`src/rtl/uart_tx_serializer_if.sv`:
```
// uart_tx_serializer_if: request/serial-line bundle for uart_tx_serializer.
//   P_Data       parallel byte to send
//   Data_valid   request strobe
//   Parity_EN    1 = insert parity bit
//   Parity_type  0 = even, 1 = odd
//   Prescale     CLK cycles per bit (values < 4 act as 4)
//   S_Data       serial line, idle high
//   busy         frame in flight
//   hold_full    holding register occupied (only with UART_TX_HOLD_REG_EN)
// master: request side (drives byte/config), slave: the serializer.
interface uart_tx_serializer_if #(
  parameter int unsigned DATA_WIDTH     = 8,
  parameter int unsigned PRESCALE_WIDTH = 5
);
  logic [DATA_WIDTH-1:0]     P_Data;
  logic                      Data_valid;
  logic                      Parity_EN;
  logic                      Parity_type;
  logic [PRESCALE_WIDTH-1:0] Prescale;
  logic                      S_Data;
  logic                      busy;
`ifdef UART_TX_HOLD_REG_EN
  logic                      hold_full;

  modport master (
    output P_Data, Data_valid, Parity_EN, Parity_type, Prescale,
    input  S_Data, busy, hold_full
  );
  modport slave (
    input  P_Data, Data_valid, Parity_EN, Parity_type, Prescale,
    output S_Data, busy, hold_full
  );
`else
  modport master (
    output P_Data, Data_valid, Parity_EN, Parity_type, Prescale,
    input  S_Data, busy
  );
  modport slave (
    input  P_Data, Data_valid, Parity_EN, Parity_type, Prescale,
    output S_Data, busy
  );
`endif
endinterface

```
`src/rtl/uart_tx_serializer.sv`:
```
// uart_tx_serializer: UART transmitter. Frames a parallel byte as
// start(0), data LSB-first, optional parity, stop(1), each bit held for
// Prescale CLK cycles (minimum 4). S_Data is registered and idles high.
// Ports:
//   CLK    system clock, rising edge
//   Reset  synchronous, active-high
//   bus    uart_tx_serializer_if.slave (P_Data, Data_valid, Parity_EN,
//          Parity_type, Prescale in; S_Data, busy [, hold_full] out)
// Optional build macro UART_TX_HOLD_REG_EN adds a 1-deep holding register
// (byte + config) that is launched with no idle gap at the end of the
// current stop bit, and exposes hold_full.
module uart_tx_serializer #(
  parameter int unsigned DATA_WIDTH     = 8,
  parameter int unsigned PRESCALE_WIDTH = 5
) (
  input  logic                  CLK,
  input  logic                  Reset,
  uart_tx_serializer_if.slave   bus
);

  localparam int unsigned IDX_W = (DATA_WIDTH > 1) ? $clog2(DATA_WIDTH) : 1;

  typedef enum logic [2:0] {
    ST_IDLE,
    ST_START,
    ST_DATA,
    ST_PARITY,
    ST_STOP
  } state_e;

  state_e                    state_q, state_d;
  logic [PRESCALE_WIDTH-1:0] cnt_q, cnt_d;
  logic [PRESCALE_WIDTH-1:0] presc_q, presc_d;
  logic [IDX_W-1:0]          idx_q, idx_d;
  logic [DATA_WIDTH-1:0]     data_q, data_d;
  logic                      par_en_q, par_en_d;
  logic                      par_bit_q, par_bit_d;
  logic                      s_data_q, s_data_d;
  logic                      busy_q, busy_d;

  logic [PRESCALE_WIDTH-1:0] presc_in;
  logic                      par_in;
  logic                      bit_end;
  logic                      last_data;
  logic                      launch_new;

  assign presc_in  = (bus.Prescale < PRESCALE_WIDTH'(4)) ? PRESCALE_WIDTH'(4) : bus.Prescale;
  assign par_in    = bus.Parity_type ? ~^bus.P_Data : ^bus.P_Data;
  assign bit_end   = (cnt_q == presc_q - PRESCALE_WIDTH'(1));
  assign last_data = (idx_q == IDX_W'(DATA_WIDTH - 1));

`ifdef UART_TX_HOLD_REG_EN
  logic [DATA_WIDTH-1:0]     hold_data_q, hold_data_d;
  logic [PRESCALE_WIDTH-1:0] hold_presc_q, hold_presc_d;
  logic                      hold_par_en_q, hold_par_en_d;
  logic                      hold_par_bit_q, hold_par_bit_d;
  logic                      hold_full_q, hold_full_d;
  logic                      launch_held;

  assign bus.hold_full = hold_full_q;
`endif

  // State and datapath registers
  always_ff @(posedge CLK) begin
    if (Reset) begin
      state_q   <= ST_IDLE;
      cnt_q     <= '0;
      presc_q   <= PRESCALE_WIDTH'(4);
      idx_q     <= '0;
      data_q    <= '0;
      par_en_q  <= 1'b0;
      par_bit_q <= 1'b0;
      s_data_q  <= 1'b1;
      busy_q    <= 1'b0;
`ifdef UART_TX_HOLD_REG_EN
      hold_data_q    <= '0;
      hold_presc_q   <= PRESCALE_WIDTH'(4);
      hold_par_en_q  <= 1'b0;
      hold_par_bit_q <= 1'b0;
      hold_full_q    <= 1'b0;
`endif
    end else begin
      state_q   <= state_d;
      cnt_q     <= cnt_d;
      presc_q   <= presc_d;
      idx_q     <= idx_d;
      data_q    <= data_d;
      par_en_q  <= par_en_d;
      par_bit_q <= par_bit_d;
      s_data_q  <= s_data_d;
      busy_q    <= busy_d;
`ifdef UART_TX_HOLD_REG_EN
      hold_data_q    <= hold_data_d;
      hold_presc_q   <= hold_presc_d;
      hold_par_en_q  <= hold_par_en_d;
      hold_par_bit_q <= hold_par_bit_d;
      hold_full_q    <= hold_full_d;
`endif
    end
  end

  // Next-state and frame latch logic
  always_comb begin
    state_d    = state_q;
    cnt_d      = cnt_q;
    presc_d    = presc_q;
    idx_d      = idx_q;
    data_d     = data_q;
    par_en_d   = par_en_q;
    par_bit_d  = par_bit_q;
    launch_new = 1'b0;
`ifdef UART_TX_HOLD_REG_EN
    hold_data_d    = hold_data_q;
    hold_presc_d   = hold_presc_q;
    hold_par_en_d  = hold_par_en_q;
    hold_par_bit_d = hold_par_bit_q;
    hold_full_d    = hold_full_q;
    launch_held    = 1'b0;
`endif

    if (state_q != ST_IDLE) begin
      cnt_d = bit_end ? '0 : cnt_q + PRESCALE_WIDTH'(1);
    end

    unique case (state_q)
      ST_IDLE: begin
`ifdef UART_TX_HOLD_REG_EN
        // An entry captured on the final stop edge waits here one cycle.
        if (hold_full_q) begin
          launch_held = 1'b1;
        end else if (bus.Data_valid) begin
          launch_new = 1'b1;
        end
`else
        if (bus.Data_valid) begin
          launch_new = 1'b1;
        end
`endif
      end
      ST_START: begin
        if (bit_end) begin
          state_d = ST_DATA;
          idx_d   = '0;
        end
      end
      ST_DATA: begin
        if (bit_end) begin
          if (last_data) begin
            state_d = par_en_q ? ST_PARITY : ST_STOP;
          end else begin
            idx_d = idx_q + IDX_W'(1);
          end
        end
      end
      ST_PARITY: begin
        if (bit_end) begin
          state_d = ST_STOP;
        end
      end
      ST_STOP: begin
        if (bit_end) begin
          state_d = ST_IDLE;
`ifdef UART_TX_HOLD_REG_EN
          if (hold_full_q) begin
            launch_held = 1'b1;
          end
`endif
        end
      end
      default: state_d = ST_IDLE;
    endcase

`ifdef UART_TX_HOLD_REG_EN
    if (bus.Data_valid && busy_q && !hold_full_q) begin
      hold_data_d    = bus.P_Data;
      hold_presc_d   = presc_in;
      hold_par_en_d  = bus.Parity_EN;
      hold_par_bit_d = par_in;
      hold_full_d    = 1'b1;
    end
    if (launch_held) begin
      state_d     = ST_START;
      cnt_d       = '0;
      idx_d       = '0;
      data_d      = hold_data_q;
      presc_d     = hold_presc_q;
      par_en_d    = hold_par_en_q;
      par_bit_d   = hold_par_bit_q;
      hold_full_d = 1'b0;
    end
`endif

    if (launch_new) begin
      state_d   = ST_START;
      cnt_d     = '0;
      idx_d     = '0;
      data_d    = bus.P_Data;
      presc_d   = presc_in;
      par_en_d  = bus.Parity_EN;
      par_bit_d = par_in;
    end
  end

  // Registered outputs are computed from the next state so S_Data and busy
  // change on the same edge the FSM moves (start bit appears on the accept edge).
  always_comb begin
    busy_d   = (state_d != ST_IDLE);
    s_data_d = 1'b1;
    unique case (state_d)
      ST_START:  s_data_d = 1'b0;
      ST_DATA:   s_data_d = data_d[idx_d];
      ST_PARITY: s_data_d = par_bit_d;
      default:   s_data_d = 1'b1;
    endcase
  end

  assign bus.S_Data = s_data_q;
  assign bus.busy   = busy_q;

endmodule

```
`src/flat_wrapper.sv`:
```
// flat-port wrapper written by rule: the top's interface ports become plain ports
module uart_tx_serializer_flat 
#(
  parameter int unsigned DATA_WIDTH     = 8,
  parameter int unsigned PRESCALE_WIDTH = 5
)
  (CLK, Reset, bus_P_Data, bus_Data_valid, bus_Parity_EN, bus_Parity_type, bus_Prescale, bus_S_Data, bus_busy);
  uart_tx_serializer_if #(.DATA_WIDTH(DATA_WIDTH), .PRESCALE_WIDTH(PRESCALE_WIDTH)) bus_i ();
  input  logic CLK;
  input  logic Reset;
  input wire logic [$bits(bus_i.P_Data)-1:0] bus_P_Data;
  input wire logic [$bits(bus_i.Data_valid)-1:0] bus_Data_valid;
  input wire logic [$bits(bus_i.Parity_EN)-1:0] bus_Parity_EN;
  input wire logic [$bits(bus_i.Parity_type)-1:0] bus_Parity_type;
  input wire logic [$bits(bus_i.Prescale)-1:0] bus_Prescale;
  output wire logic [$bits(bus_i.S_Data)-1:0] bus_S_Data;
  output wire logic [$bits(bus_i.busy)-1:0] bus_busy;
  assign bus_i.P_Data = bus_P_Data;
  assign bus_i.Data_valid = bus_Data_valid;
  assign bus_i.Parity_EN = bus_Parity_EN;
  assign bus_i.Parity_type = bus_Parity_type;
  assign bus_i.Prescale = bus_Prescale;
  assign bus_S_Data = bus_i.S_Data;
  assign bus_busy = bus_i.busy;
  uart_tx_serializer #(.DATA_WIDTH(DATA_WIDTH), .PRESCALE_WIDTH(PRESCALE_WIDTH)) u_core (.CLK(CLK), .Reset(Reset), .bus(bus_i));
endmodule
```
`config.mk`:
```
export PLATFORM = sky130hd
export DESIGN_NAME = uart_tx_serializer_flat
export DESIGN_NICKNAME = d
export VERILOG_FILES = /design/src/rtl/uart_tx_serializer_if.sv /design/src/rtl/uart_tx_serializer.sv /design/src/flat_wrapper.sv
export SDC_FILE = /design/constraint.sdc
export NUM_CORES = 1
export LEC_CHECK = 0
export ABC_CLOCK_PERIOD_IN_PS = 6400
export CORE_MARGIN = 2
export CORE_UTILIZATION = 35
export CTS_CLUSTER_SIZE = 24
export DETAILED_ROUTE_END_ITERATION = 8
export SYNTH_ARGS = -nofsm -noshare
export SYNTH_HDL_FRONTEND = slang
export SYNTH_SLANG_ARGS = --single-unit
```
`constraint.sdc`:
```
create_clock -name CLK -period 6.4 [get_ports CLK]
set_clock_uncertainty 0.05 [all_clocks]
set_input_delay 0.64 -clock CLK [delete_from_list [all_inputs] [get_ports CLK]]
set_output_delay 0.64 -clock CLK [all_outputs]
set_load 0.005 [all_outputs]
```
== Word level (Yosys, flattened, before mapping) ==
Index checks and enable logic that the tools add are counted.

* Register bits after elaboration: 28
* Output and inout bits: 2
* Input port bits: 18
* Logic and storage cells: 52

* Order comparisons: 2
* Reductions and logical operators: 6
* $add $sub $neg: 3
* Equality and inequality tests: 9
* Mux-type cells: 23

{| class="wikitable"
|+ Operator list
! operator !! count
|-
| $mux W3 || 11
|-
| $pmux W3 S5 || 1
|-
| $eq A3 B2 Y1 const B || 4
|-
| $mux W5 || 2
|-
| $mux W8 || 1
|-
| $reduce_xnor A8 Y1 || 1
|-
| $reduce_xor A8 Y1 || 1
|-
| $eq A3 B1 Y1 const B || 2
|-
| $eq A3 B3 Y1 const B || 2
|-
| $pmux W3 S2 || 1
|-
| $reduce_bool A3 Y1 || 2
|-
| $add A5 B1 Y5 const B || 1
|-
| $eq A5 B5 Y1 || 1
|-
| $lt A5 B3 Y1 const B || 1
|-
| $mux W1 || 5
|-
| $sub A5 B1 Y5 const B || 1
|-
| $lt A3 B4 Y1 const B || 1
|-
| $add A3 B1 Y3 const B || 1
|-
| $bmux W1 S3 || 1
|-
| $logic_not A3 Y1 || 1
|-
| $pmux W1 S3 || 1
|-
| $reduce_or A2 Y1 || 1
|}

== Depth between registers and ports, before layout ==
Gate-level depths: netlist of the first run.

* Depth after elaboration: 8
* Mapped depth: 11

== Least setup slack after synthesis of the first run ==
No wires, ideal clock.

* Kind: flip-flop to flip-flop
* Start point: reg u_core.presc_q[0]
* End point: reg u_core.s_data_q (netlist: u_core.bus.S_Data)
* Setup time: 74 ps
* Slack: 3846 ps
* Period minus slack after synthesis: 2554 ps
* Path buffers: 1
* Required time: 6276 ps
* Arrival time: 2430 ps
* Cell stages (with the launch flop): 12
* Cell sequence: dfxtp_1 inv_1 ha_1 xnor2_1 a211o_1 a211o_1 buf_2 nor2_1 mux2_2 nor4b_2 o21ai_0 a31oi_1

* Longest elaborated chain between the ends: 8
* Elaborated cells between the ends (all ways): 18
* Those cells by class: add/sub: 1; eq/ne: 4; mux: 13

{| class="wikitable"
|+ RTL lines
! element !! RTL line !! source
|-
| from (decl) || uart_tx_serializer.sv:33 || <nowiki>logic [PRESCALE_WIDTH-1:0] presc_q, presc_d;</nowiki>
|-
| from (signal assigned) || uart_tx_serializer.sv:85 || <nowiki>presc_q <= presc_d;</nowiki>
|-
| $sub A5 B1 Y5 * || uart_tx_serializer.sv:49 || <nowiki>assign bit_end = (cnt_q == presc_q - PRESCALE_WIDTH'(1));</nowiki>
|-
| $eq A5 B5 Y1 * || uart_tx_serializer.sv:49 ||
|-
| $mux W3, on equally long branches || uart_tx_serializer.sv:147, uart_tx_serializer.sv:141 ||
|-
| $pmux W3 S2 || uart_tx_serializer.sv:125 || <nowiki>unique case (state_q)</nowiki>
|-
| $mux W3 || uart_tx_serializer.sv:193 || <nowiki>if (launch_new) begin</nowiki>
|-
| $bmux W1 S3 || uart_tx_serializer.sv:211 || <nowiki>ST_DATA: s_data_d = data_d[idx_d];</nowiki>
|-
| $mux W1 (not written as such) || uart_tx_serializer.sv:211 ||
|-
| $pmux W1 S3 * || uart_tx_serializer.sv:209 || <nowiki>unique case (state_d)</nowiki>
|-
| to (signal assigned) || uart_tx_serializer.sv:90 || <nowiki>s_data_q <= s_data_d;</nowiki>
|-
| to (decl) || uart_tx_serializer.sv:38 || <nowiki>logic s_data_q, s_data_d;</nowiki>
|}

Every way passes the cells marked *; elsewhere a longest branch is shown, timed or not. The select of a mux whose other input is x is not followed.
A chain may end at the register's enable or synchronous reset.

== Worst setup path in the final report of the first run ==
Same ends and word-level chain as after synthesis.

==> results.md, run 1 <==
* Status: completed
* Max_slew headroom at 39.74%
* Die area at around 5000 µm²
* Power Density at between 200 and 250 nW/µm²
* Endpoint type of the worst setup path: flop
* CP max FO at 11
* Clk Latency, worst-skew pair at about 270 ps
* Mapped Cells at 194
* Antenna viol nets, final at 0
* Post-synth top area cell: dfxtp_1
* Post-CTS Setup Bufs at 0
* Leak at roughly 0.00063 µW
* Reg2Reg Setup Slack at ~3500 ps
* Via density at just over 5
* Grt total ovfl at 0
* CP Cell Sequence: inv_1 -> ha_1 -> xnor2_1 -> a211o_1 -> a211o_1 -> nor2_1 -> o31ai_1 -> a21boi_0 -> o21ai_0 -> a31oi_1
* Layout cells sized above 1 at approximately 5.8%
* Post-DP HPWL at around 2.4 mm
* Clock buffer depth at 2
* Yosys top cell area share at approximately 36%
* CTS root buffer: clkbuf_8
* Ys async rst share at 0%
* WS Path Type: flop to flop
* Vias in the first global route at 1228
* Die Span Y at 70.98 µm
* Antenna diodes at 0
* Drt first-iter violations at between 50 and 60
* Layout area overhead at 18.49%
* Required @ worst endpoint at 6560 ps
* Overall routing resource usage at between 10% and 20%
* Met3 routed WL at between 100 and 150 µm
* Yosys cell types at slightly above 40
* Port bufs at 19
* Fmax at roughly 0.34 GHz
* Main flop type after synthesis: dfxtp_1
* Dpl ws at 3236 ps
* Setup TNS at 0 ps
* Count leader, synth: dfxtp_1
* Worst hold-check path type: flop to flop
* Startpoint Class: flop
* CP bufs+invs at 1
* Routed wire length at about 3.3 mm
* Most frequent CP cell: a211o_1
* DRC violations left at 0
* Largest net degree at the start of global routing at 23
* Site Rows at 24
* Final hold violations at 0
* RSZ-0062 raised after global routing: false
* Final period demand of the worst path at around 2900 ps
* Inserted Clock Buffers at 3
* Syn avg cell area at 8.094 µm²
* Most frequent cells after synthesis: dfxtp_1 (28), nand2_1 (27), nor2_1 (21)
* Final period util at 45.44%
* Slew @ Worst Pin at between 900 and 1000 ps
* Initial antenna violation count at 0
* Met1 wire length at between 1.5 and 2 mm
* Fillers at 478
* Critical path's largest stage delay at around 440 ps
* Number of I/O pins at 20
* Clock-pin slew on the worst setup and hold paths at 100 ps
* Post-cts repair resize count at 0
* Die X-Extent at slightly above 70 µm
* Post-synth EDFFs at 0
* Layout Nets at between 200 and 250
* Routed via count at ~1.3k
* Max-cap violation count at 0
* Post-Syn Area at about 1600 µm²
* Syn nets at approximately 220
* Met2 WL at between 1 and 1.5 mm
* First-pass GRT wire length at about 5.6 mm
* Final GP Congestion at around 0.79
* Crit path max-delay family: compound AO/OA/AOI/OAI gates
* H-Tree Depth at 1
* Setup violators final at 0
* Slowest cell on the critical path: nor2_1
* Drt pass-1 iters at 4
* Utilization after layout at 43.03%
* Routed len/inst at approximately 13 µm
* Slew Viols, Final at 0
* Top layer used by detailed routing: met4
* Initial core utilization at between 30 and 40%
* Synth top area cells: dfxtp_1 (36%), xnor2_1 (7.8%), nand2_1 (6.5%)
* Setup WS post-layout at 3492 ps
* Synth warn at 0
* Placeable Area at 4324 µm²
* CTS tree: built
* Synthesis-stage register bit count at 28
* Sequential share of the synthesized area at between 30% and 40%
* WP data arrival at 3070 ps
* # clock sinks at 28
* Hold buffers post-CTS at 0
* Worst vdd ir at approximately 0.00014 V
[final cells by class]
class / count / area [µm²] / share of cell area (%)
clock buffers: 3 / 41.29 / 2.219
clock inverters: 1 / 30.03 / 1.614
inverters: 5 / 18.77 / 1.009
multi-input cells: 152 / 954.7 / 51.31
flip-flops and latches: 28 / 560.5 / 30.13
well taps: 52 / 65.06 / 3.497
repair buffers: 19 / 190.2 / 10.22
[state kept, by name, indices dropped and copies added (netlist names)]
signal / flops
u_core.par_bit_q: 1
u_core.state_q: 3
u_core.bus.S_Data: 1
u_core.cnt_q: 5
u_core.par_en_q: 1
u_core.data_q: 8
u_core.idx_q: 3
u_core.presc_q: 5
u_core.bus.busy: 1
[power breakdown]
group	switching [µW]	internal (µW)
logic	38.7	36.2
registers	7.02	184
clock network	54.5	83.7
[worst register-to-register path, cell delays in order, from the launching register on]
cell and delay [ps]:
dfxtp_1 400, inv_1 60, ha_1 310, xnor2_1 130, a211o_1 280, a211o_1 420, nor2_1 440, o31ai_1 110
a21boi_0 330, o21ai_0 160, a31oi_1 170
[cell usage in the layout (no fill, tap or decap), drive strengths merged, types with 3 or more instances in the layout]
cell / instances
xor2: 4
or3: 4
inv: 5
nor2: 21
xnor2: 14
clkbuf: 3
clkdlybuf4s50: 19
dfxtp: 28
nand3: 5
nand4: 3
ha: 3
a31oi: 3
a21oi: 17
mux2i: 3
o21ai: 12
a211o: 3
nand2: 27
and2: 4
nor3: 8
a211oi: 3
[cells by family after synthesis]
| family | synth area share, % |
|---|---|
| xor+xnor | 10.04 |
| flops | 35.70 |
| simple gates | 25.34 |
| fa+ha+maj | 2.391 |
| compound gates | 20.40 |
| mux | 2.630 |
| buf+inv | 3.506 |
[path summary, 6_finish.rpt]
path / cells past startpoint / from / to
max: 10 / u_core.presc_q[0] / u_core.bus.S_Data
min reg2reg: 2 / u_core.data_q[7] / u_core.data_q[7]
min: 2 / u_core.data_q[7] / u_core.data_q[7]
max reg2reg: 10 / u_core.presc_q[0] / u_core.bus.S_Data
[routing by layer]
metal,track usage (%),vias to the layer above
li1,-,706
met3,2.849,2
met4,2.935,0
met1,18.76,617
met2,22.43,21
met5,0,-
[metrics by stage]
| step | total power [µW] | hold WS (ps) | std cells | cell area, µm² |
|---|---|---|---|---|
| 2_1_floorplan | 244.5 | 385.7 | 194 | 1570 |
| 3_3_place_gp | 269.6 | 397.4 | 256 | 1789 |
| 3_5_place_dp | 269.7 | 397.8 | 256 | 1789 |
| 4_1_cts | 410.7 | 413.3 | 260 | 1861 |
| 5_1_grt | 426.7 | 429.2 | 260 | 1861 |
| 6_report | 403.5 | 409.9 | 260 | 1861 |
Power figures use the tool's default switching activity.
==> run 2: changes to the inputs <==
--- a/config.mk
+++ b/config.mk
@@ -5,7 +5,7 @@
 export SDC_FILE = /design/constraint.sdc
 export NUM_CORES = 1
 export LEC_CHECK = 0
-export ABC_CLOCK_PERIOD_IN_PS = 6400
+export ABC_CLOCK_PERIOD_IN_PS = 2400
 export CORE_MARGIN = 2
 export CORE_UTILIZATION = 35
 export CTS_CLUSTER_SIZE = 24
==> constraint.sdc (replaced) <==
create_clock -name CLK -period 2.4 [get_ports CLK]
set_clock_uncertainty 0.05 [all_clocks]
set_input_delay 0.24 -clock CLK [delete_from_list [all_inputs] [get_ports CLK]]
set_output_delay 0.24 -clock CLK [all_outputs]
set_load 0.005 [all_outputs]
==> run 2 against run 1 <==
Fmax up 21%. Largest power group unchanged. Wire length rose by 12%. The flow now finishes with violations (negative setup slack). Clock power up 89%. Sequential power increased to 2.7 times the previous value.
==> results.md, run 2 (synthesis gave the netlist of run 1 again) <==
* Top layer used by detailed routing: met4
* Status: finished, violations left
* Setup violators final at 1 (+1)
* Antenna viol nets, final at 0 (unchanged)
* Most flop-heavy register: u_core.data_q
* Power Density at 486.5 nW/µm² (+120%)
* RSZ-0062 raised after global routing: true
* Commonest cells after routing, fill and taps aside: nand2_1 (27), dfxtp_1 (26), buf_4 (23)
* Slowest cell on the critical path: a211oi_4
* Die X-Extent at 70.98 µm (unchanged)
* Hold buffers post-CTS at 0 (unchanged)
* DRC violations left at 0 (unchanged)
* Antenna diodes at 0 (unchanged)
* Die Span Y at 70.98 µm (unchanged)
* Final GP Congestion at 0.8643 (+9.1%)
* Clock share of power at 25.7% (-8.5 points)
* Area post-placement at 1946 µm² (+8.7%)
* Design Area, Final at 2081 µm² (+12%)
* Slew Viols, Final at 0 (unchanged)
* Routed via count at 1454 (+8.0%)
* Worst hold-check path type: flop to flop
* Worst vdd ir at 0.0002082 V (+44%)
* Vias in the first global route at 1412 (+15%)
* Max-cap violation count at 0 (unchanged)
* H-Tree Depth at 1 (unchanged)
* Layout cells sized above 1 at 20.78% (+15 points)
* Met2 WL at 1.706 mm (+19%)
* Drt first-iter violations at 71 (+22%)
* Fillers at 446 (-6.7%)
* Layout area overhead at 32.51%
* Internal power at 731.2 µW (+140%)
* Switching share of total power at 27.77% (+3.0 points)
* CTS tree: built
* Placeable Area at 4324 µm² (unchanged)
* Fmax at 0.4159 GHz (+21%)
* Most common cell after layout, fill and taps aside: nand2_1
* Clock-pin slew on the worst setup and hold paths at 100 ps (about the same)
* Initial core utilization at 36.31% (unchanged)
* Grt total ovfl at 0 (unchanged)
* Drt pass-1 iters at 4 (unchanged)
* WS Path Type: flop to flop
* Met1 wire length at 1.816 mm (+6.5%)
* Final hold violations at 0 (unchanged)
* Post-DP HPWL at 2.742 mm (+14%)
* Largest net degree at the start of global routing at 16 (-30%)
* Final period util at 100.2% (+55 points)
* Clock buffer depth at 2 (unchanged)
* Reg power frac at 50.2% (+3.0 points)
* Die area at 5038 µm² (unchanged)
* CTS root buffer: clkbuf_8
* Routed wire length at 3.689 mm (+12%)
* Met3 routed WL at 132 µm (+16%)
* Startpoint Class: flop
* Leak at 0.0007511 µW (+19%)
* Storage element area at 563.0 µm² (+0.45%)
* Area of the multi-input gates at 1018 µm² (+6.7%)
* Slew @ Worst Pin at 324.7 ps (-579.2 ps)
* First-pass GRT wire length at 6.292 mm (+11%)
* Max reg flops at 8 (unchanged)
* Port bufs at 19 (unchanged)
* Combinational power share at 24.1% (+5.6 points)
* Most frequent CP cell: a211o_1
* Number of I/O pins at 20 (unchanged)
* WP data arrival at 2560 ps (-510 ps)
* CP max FO at 4 (-7)
* Switching power at 281.2 µW (+180%)
* Overall routing resource usage at 15.39% (+1.7 points)
* Required @ worst endpoint at 2560 ps (-4000 ps)
* Layout Nets at 254 (+10%)
* Endpoint type of the worst setup path: flop
* Site Rows at 24 (unchanged)
* Max_slew headroom at 78.28% (+39 points)
* Inserted Clock Buffers at 3 (unchanged)
* Initial antenna violation count at 0 (unchanged)
* Dpl ws at -117.9 ps (-3354 ps)
* Setup WS post-layout at -4.671 ps (-3496 ps)
* CP Cell Sequence: inv_1 -> ha_4 -> xnor2_1 -> a211o_1 -> a211oi_4 -> a31oi_4 -> nor3_4 -> mux2i_1 -> a211o_1 -> a31oi_1
* Final period demand of the worst path at 2405 ps (-503.7 ps)
* Routed len/inst at 13.04 µm (+3.3%)
* Clk Latency, worst-skew pair at 280 ps (about the same)
* Biggest regs: u_core.data_q (8), u_core.cnt_q (5), u_core.presc_q (5)
* Critical path's largest stage delay at 350 ps (-90 ps)
* Failing checks: negative setup slack
* # clock sinks at 28 (unchanged)
* Via density at 5.138 (-0.76%)
run 2: timing repair:
action,4_1_cts,5_1_grt
resized for setup,5,8
endpoints found under the setup margin,2,2
buffers inserted,3,3
pin swaps,12,10
run 2: worst max-delay path: cells and delay by family (launching register included):
| kind | cells | cell delay (ps) |
|---|---|---|
| mux | 1 | 110 |
| flops | 1 | 330 |
| simple gates | 1 | 250 |
| buf+inv | 1 | 80 |
| compound gates | 5 | 1190 |
| fa+ha+maj | 1 | 200 |
| xor+xnor | 1 | 120 |
run 2: metal layers:
metal,global-route usage (%),vias to the layer above
met2,25.96,33
met5,0,-
met3,2.849,4
met4,4.612,0
li1,-,749
met1,20.02,668
run 2: through the flow:
stage | hold WS (ps) | setup TNS [ps] | utilization, % | total power, µW | cells
6_report | 409.4 | -4.671 | 48.12 | 1012 | 283
4_1_cts | 409.7 | 0 | 47.14 | 1015 | 281
3_3_place_gp | 392.7 | -182.1 | 44.99 | 747.5 | 275
5_1_grt | 441.6 | -196.0 | 48.12 | 1070 | 283
3_5_place_dp | 396.3 | -160.9 | 44.99 | 748.7 | 275
2_1_floorplan | 276.6 | -24.21 | - | 655.0 | 194
run 2: layout make-up:
cell class / count / area share [%]
clock buffer: 3 / 1.984
inverter: 5 / 0.9020
multi-input combinational: 152 / 48.95
sequential: 28 / 27.06
tap: 52 / 3.127
timing repair buffer: 43 / 17.98
run 2: worst paths after layout:
| check | end | depth (start not counted) | start | slack [ps] |
|---|---|---|---|---|
| setup reg to reg | u_core.bus.S_Data | 10 | u_core.presc_q[1] | -5 |
| hold / removal | u_core.data_q[6] | 2 | u_core.data_q[6] | 410 |
| hold reg to reg | u_core.data_q[6] | 2 | u_core.data_q[6] | 410 |
| setup / recovery | u_core.bus.S_Data | 10 | u_core.presc_q[1] | -5 |
run 2: power by group through the flow:
stage / Sequential, µW / Combinational (µW) / Clock (µW)
floorplan: 515 / 140 / 0
global placement: 518 / 229 / 0
detailed placement: 518 / 230 / 0
CTS: 508 / 240 / 267
global route: 512 / 269 / 290
finish: 508 / 244 / 261
==> run 3: changes to the inputs <==
--- a/config.mk
+++ b/config.mk
@@ -8,6 +8,7 @@
 export ABC_CLOCK_PERIOD_IN_PS = 2400
 export CORE_MARGIN = 2
 export CORE_UTILIZATION = 35
+export CTS_CLUSTER_DIAMETER = 200
 export CTS_CLUSTER_SIZE = 24
 export DETAILED_ROUTE_END_ITERATION = 8
 export SYNTH_ARGS = -nofsm -noshare
==> results of run 3 <==
Final layout, timing and power as in run 2 (identical DEF).
